[src/rtl/gpi_debounce.sv]
// rtl/gpi_debounce.sv - N-channel pad synchroniser and debouncer with rise/fall pulses
// Define GPI_DEBOUNCE_IRQ_EN to add sticky, clearable per-channel edge interrupts.
module gpi_debounce #(
  parameter int               Width          = 7,
  parameter int               ClockFrequency = 50_000_000,
  parameter int               DebounceUs     = 10,
  parameter int               SyncStages     = 2,
  parameter logic [Width-1:0] ResetValue     = '0
) (
  input  logic             clk_sys_i,
  input  logic             rst_sys_ni,
  input  logic [Width-1:0] gpi_i,
  output logic [Width-1:0] gpi_o,
  output logic [Width-1:0] rise_o,
  output logic [Width-1:0] fall_o
`ifdef GPI_DEBOUNCE_IRQ_EN
  ,
  input  logic [Width-1:0] irq_rise_en_i,
  input  logic [Width-1:0] irq_fall_en_i,
  input  logic [Width-1:0] irq_clear_i,
  output logic [Width-1:0] irq_pending_o,
  output logic             irq_o
`endif
);

  localparam int DebounceRaw    = (ClockFrequency / 1_000_000) * DebounceUs;
  localparam int DebounceCycles = (DebounceRaw < 1) ? 1 : DebounceRaw;
  localparam int CntW           = $clog2(DebounceCycles + 1);
  localparam logic [CntW-1:0] CntLast = CntW'(DebounceCycles - 1);

  if (SyncStages < 2 || SyncStages > 4) begin : g_bad_sync_stages
    $error("gpi_debounce: SyncStages must be in 2..4");
  end

  logic [Width-1:0] sync_q [SyncStages];
  logic [Width-1:0] sync_s;
  logic [CntW-1:0]  cnt_q  [Width];

  always_ff @(posedge clk_sys_i or negedge rst_sys_ni) begin
    if (!rst_sys_ni) begin
      for (int i = 0; i < SyncStages; i++) sync_q[i] <= ResetValue;
    end else begin
      sync_q[0] <= gpi_i;
      for (int i = 1; i < SyncStages; i++) sync_q[i] <= sync_q[i-1];
    end
  end

  assign sync_s = sync_q[SyncStages-1];

  // The count only advances while the synchronised input disagrees with the
  // stable output, so it can never pass CntLast.
  always_ff @(posedge clk_sys_i or negedge rst_sys_ni) begin
    if (!rst_sys_ni) begin
      gpi_o  <= ResetValue;
      rise_o <= '0;
      fall_o <= '0;
      for (int c = 0; c < Width; c++) cnt_q[c] <= '0;
    end else begin
      rise_o <= '0;
      fall_o <= '0;
      for (int c = 0; c < Width; c++) begin
        if (sync_s[c] == gpi_o[c]) begin
          cnt_q[c] <= '0;
        end else if (cnt_q[c] == CntLast) begin
          cnt_q[c]  <= '0;
          gpi_o[c]  <= sync_s[c];
          rise_o[c] <= sync_s[c];
          fall_o[c] <= ~sync_s[c];
        end else begin
          cnt_q[c] <= cnt_q[c] + CntW'(1);
        end
      end
    end
  end

  for (genvar g = 0; g < Width; g++) begin : g_cnt_bound
    assert property (@(posedge clk_sys_i) disable iff (!rst_sys_ni)
                     cnt_q[g] < CntW'(DebounceCycles));
  end

`ifdef GPI_DEBOUNCE_IRQ_EN
  // Set terms come last so an edge arriving with a clear is never lost.
  always_ff @(posedge clk_sys_i or negedge rst_sys_ni) begin
    if (!rst_sys_ni) begin
      irq_pending_o <= '0;
    end else begin
      irq_pending_o <= (irq_pending_o & ~irq_clear_i)
                     | (rise_o & irq_rise_en_i)
                     | (fall_o & irq_fall_en_i);
    end
  end

  assign irq_o = |irq_pending_o;
`endif

endmodule

[config.mk]
export PLATFORM = sky130hd
export DESIGN_NAME = gpi_debounce
export DESIGN_NICKNAME = d
export VERILOG_FILES = /design/src/rtl/gpi_debounce.sv
export SDC_FILE = /design/constraint.sdc
export NUM_CORES = 1
export LEC_CHECK = 0
export BUFFER_PORTS_ARGS = -buffer_cell sky130_fd_sc_hd__buf_4
export CAP_MARGIN = 20
export CORE_ASPECT_RATIO = 1.2
export CORE_MARGIN = 10
export CORE_UTILIZATION = 60
export DETAILED_ROUTE_END_ITERATION = 8
export PLACE_DENSITY_LB_ADDON = 0.2
export SYNTH_ARGS = -nofsm -noshare
export SYNTH_HDL_FRONTEND = slang
export SYNTH_SLANG_ARGS = --single-unit
[constraint.sdc]
create_clock -name clk_sys_i -period 1.7 [get_ports clk_sys_i]
set_input_delay 0.34 -clock clk_sys_i [delete_from_list [all_inputs] [get_ports clk_sys_i]]
set_output_delay 0.34 -clock clk_sys_i [all_outputs]
set_load 0.005 [all_outputs]
---- Yosys cells after proc, flatten, opt, wreduce, memory -nomap -nowiden ----
Cells that the tools add are included.
storage, ports and cells
  bits in registers ....................... 98
  logic and storage cells ................. 102
  output and inout bits ................... 21
cells by class
  bitwise operators ....................... 14
  reductions and logical operators ........ 7
  add/subtract/negate cells ............... 7
  mux-type cells .......................... 42
  eq/ne operators ......................... 14
operator list
  cell                                                           count
  9-bit two-way mux                                              14
  9-bit by 1-bit adder with 9-bit output, second input constant  7
  9-bit == test, second input constant                           7
  1-bit two-way mux                                              28
  1-bit inverter                                                 14
  2-bit AND reduction                                            7
  1-bit == test                                                  7

---- Longest topological paths before layout ----
  word-level depth ........................ 3
  mapped depth ............................ 4
  gate-level depth less buffers ........... 4

---- Worst setup path before layout ----
No wires, ideal clock.
  path kind ............................... flip-flop to flip-flop
  from .................................... reg cnt_q[48] in the netlist's numbering
  to ...................................... reg gpi_o[1]
  path buffers ............................ 1
  cell stages (with the launch flop) ...... 5
  data required time ...................... 1.575 ns
  period minus slack after synthesis ...... 1.506 ns
  slack ................................... 0.194 ns
  arrival time ............................ 1.381 ns
  library setup time ...................... 0.125 ns
  path through ............................ dfrtp_1 > clkbuf_1 > nand2b_1 > or3_4 > mux2_4
between the ends
  cells in the longest elaborated chain, start to end .. 2
RTL lines
  what                                  RTL line  text
  start: declaration                    37        logic [CntW-1:0] cnt_q [Width];
  start signal: indexed assignment      70        cnt_q[c] <= cnt_q[c] + CntW'(1);
  9-bit == test                         64        end else if (cnt_q[c] == CntLast) begin
  2-bit AND reduction (no source line)  -
  end signal: assignment                54        gpi_o <= ResetValue;
  end signal: indexed assignment        66        gpi_o[c] <= sync_s[c];
  end: declaration                      13        output logic [Width-1:0] gpi_o,
No other way between the ends.
A chain may end at the register's enable or synchronous reset.

---- Worst setup path in the final report ----
  from .................................... reg cnt_q[49] in the netlist's numbering
  to ...................................... reg gpi_o[1]
The elaborated chain is that of the path after synthesis.

==> impl_metrics.ini <==
[critical_path]
rr_startpoint = cnt_q[49]
cp.arrival_ps = 1800
worstPathRequired_ps = 1950
path_delay_family = simple AND/OR/NAND/NOR gates
r2r_slack_ps = 150
cp_slowest_cell = dfrtp_1
slowest_delay_ps = 470
crit_fanout = 8
reg2reg_to = gpi_o[1]
path_cells = nand4_2 -> or3_4 -> mux2_4
crit_path_end_kind = flip-flop
critPathKind = reg -> reg
reg2regPathDepth = 3
worst-path-buf-inv = 0
critPathLaunchType = flip-flop

[timing]
fin_crit_ps = 1550
layout_worst_path_cycle_share_pct = 91.5
fmax_ghz = 0.643
fin_skew_ps = 13.3
setup-violations-final = 0
maxSlewViolCount = 0
hold_viol_final = 0
maxSlewHeadroom_pct = 67.9
rsz0062_at_grt = false
tightest_slew_ps = 477
whs_ps = 85.6
finalSetupTns_ps = 0

[finish]
syn2layout_area_growth_pct = 13.7
final_cell_count_no_fill = 540
fillers = 539
final_net_count = 461
layout-drive-gt1-share_pct = 15.1
diodes = 0
finalCoreUtilization_pct = 69.4

[logic_synthesis]
syn_avg_cell_area_um2 = 11.0
synth_edf_count = 0
yosysSeqAreaShare_pct = 55.9
syn-num-nets = 415
synthCells = 399
synth_common_cells = dfrtp_1, nand2_1, o21ai_0, nand3_1, nor2_1
syn_area_um2 = 4380
ys_top_cells_by_area = dfrtp_1, xnor2_1, o21ai_0
yosys_warnings = 0
yosys.area.top_type = dfrtp_1
yosys.area.top_type_share_pct = 55.9
synth_cell_types = 46
synthFlopType = dfrtp_1
yosysMostFrequentCell = dfrtp_1
async_reset_ff_share_pct = 100
synth-seq-cells = 98

[floorplanning]
core-area_um2 = 7190
io_pins = 30
die_x_um = 98.0
rows = 34
die_y_um = 114
dieArea_um2 = 11100
start_util_pct = 61.0

[routing]
antenna_left = 0
drt-total-wl_um = 7970
drt_iter0_markers = 132
drc = 0
vias = 3115
routedWlPerCell_um = 14.8
drt-pass1-iter-count = 4
vias_per_cell = 5.77

[placed_design]
place_hpwl_um = 5690
gp_congestion = 0.862
io_buffers = 29
dp.cells = 523

[grt]
top_usage_layer = met2
grt_use_total_pct = 14.6
first_global_vias = 3069
grt_pass1_wl_um = 14000
grt_max_degree = 41
use_met3_pct = 4.11
grt-ovfl-total = 0
use_met1_pct = 18.3
grt_antenna_before_repair = 0
grt_use_met2_pct = 24.0

[power]
peakVddDrop_uv = 582
finalPower_mw = 4.01
power_density_nw_per_um2 = 805
leakagePower_nw = 2.16

[cts]
clockBufferDepth = 2
post-cts-setup-buffer-count = 0
cts_tree = built
cts.clk_slew.worst_paths_ps = 90
cts_buffers = 9
cts_resized = 0
cts.sinks = 98
cts-root-buf = clkbuf_8
hold_buffers = 1
clk_latency_ps = 350
htree_levels = 3

[hold_path]
holdPathStages = 1
hold_path.startpoint = gpi_i[1]
worstHoldPathType = in -> reg
whs_endpoint = sync_q[8]

[flow_run]
maxCapViolCount = 0

[outcome]
status = completed
layout by cell type, fill, tap and decap left out, drive strengths merged, types with 2 or more instances in the layout:
master   netlist  layout
a21oi         22      22
a41oi          3       3
mux2           7       7
a31oi          4       4
a311oi         4       4
and3           2       2
o31ai          5       5
buf            1      39
nand4         12      12
nand3b         5       5
nand4bb        3       3
o21ai         25      25
or4            5       5
nor3b         12      12
xnor2         15      15
xor2          14      14
clkbuf         4      12
and4           4       4
dfrtp         98      98
nand2         28      28
nand2b         8       8
or3           17      17
clkinv         0       3
o221a          2       2
o31a           2       2
nand3         23      23
and3b          3       3
nor3           3       3
nor2          23      23
ha             7       7
o21bai         2       2
and2           5       5
inv           10      10
o211ai         3       3
nor2b          9       9
through the flow:
step	worst slack, ps	area (um2)
6_report	145	4990
5_1_grt	65.7	4990
4_1_cts	148	4990
3_5_place_dp	177	4790
3_3_place_gp	226	4790
2_1_floorplan	194	4380
layout make-up:
cell class / instances / area (um2) / area share [%]
Multi-Input combinational cell: 286 / 1870 / 37.6
Tap cell: 90 / 113 / 2.26
Sequential cell: 98 / 2450 / 49.2
Timing Repair Buffer: 40 / 328 / 6.57
Clock buffer: 12 / 155 / 3.11
Clock inverter: 4 / 26.3 / 0.527
Inverter: 10 / 37.5 / 0.753
kinds of logic (layout without fill, tap and decap cells):
| group | Yosys count | after routing | share of synthesized area [%] |
|---|---|---|---|
| xor+xnor | 29 | 29 | 5.79 |
| simple gates | 164 | 164 | 21.6 |
| fa+ha+maj | 7 | 7 | 2.00 |
| mux | 7 | 7 | 1.88 |
| flops | 98 | 98 | 55.9 |
| compound gates | 79 | 79 | 11.5 |
| buf+inv | 15 | 66 | 1.31 |
report_power, final:
| part | total, mW | switching [mW] | internal (mW) |
|---|---|---|---|
| combinational | 0.199 | 0.114 | 0.0855 |
| sequential | 2.45 | 0.0606 | 2.39 |
| clock | 1.37 | 0.758 | 0.611 |
| total | 4.01 | 0.932 | 3.08 |
metal layers:
layer  vias up  wire length (um)  share of wire [%]
li1       1549                 -                  -
met1      1511              3620                 45
met2        46              3930                 49
met3         9               324                4.1
met4         0                93                1.2
met5         -                 0                  0
worst max-delay path by stage:
stage / startpoint / end / slack (ps) / depth (start not counted)
floorplan: cnt_q[48] / gpi_o[1] / 190 / 4
global placement: cnt_q[45] / gpi_o[1] / 230 / 4
detailed placement: cnt_q[27] / gpi_o[3] / 180 / 4
CTS: cnt_q[49] / gpi_o[1] / 150 / 3
global route: cnt_q[13] / cnt_q[14] / 70 / 4
finish: cnt_q[49] / gpi_o[1] / 150 / 3
sequential cells by signal, indices dropped and copies added (netlist names):
signal	flops
cnt_q	63
fall_o	7
gpi_o	7
rise_o	7
sync_q	7
sync_s	7
(Power assumes the default switching activity.)
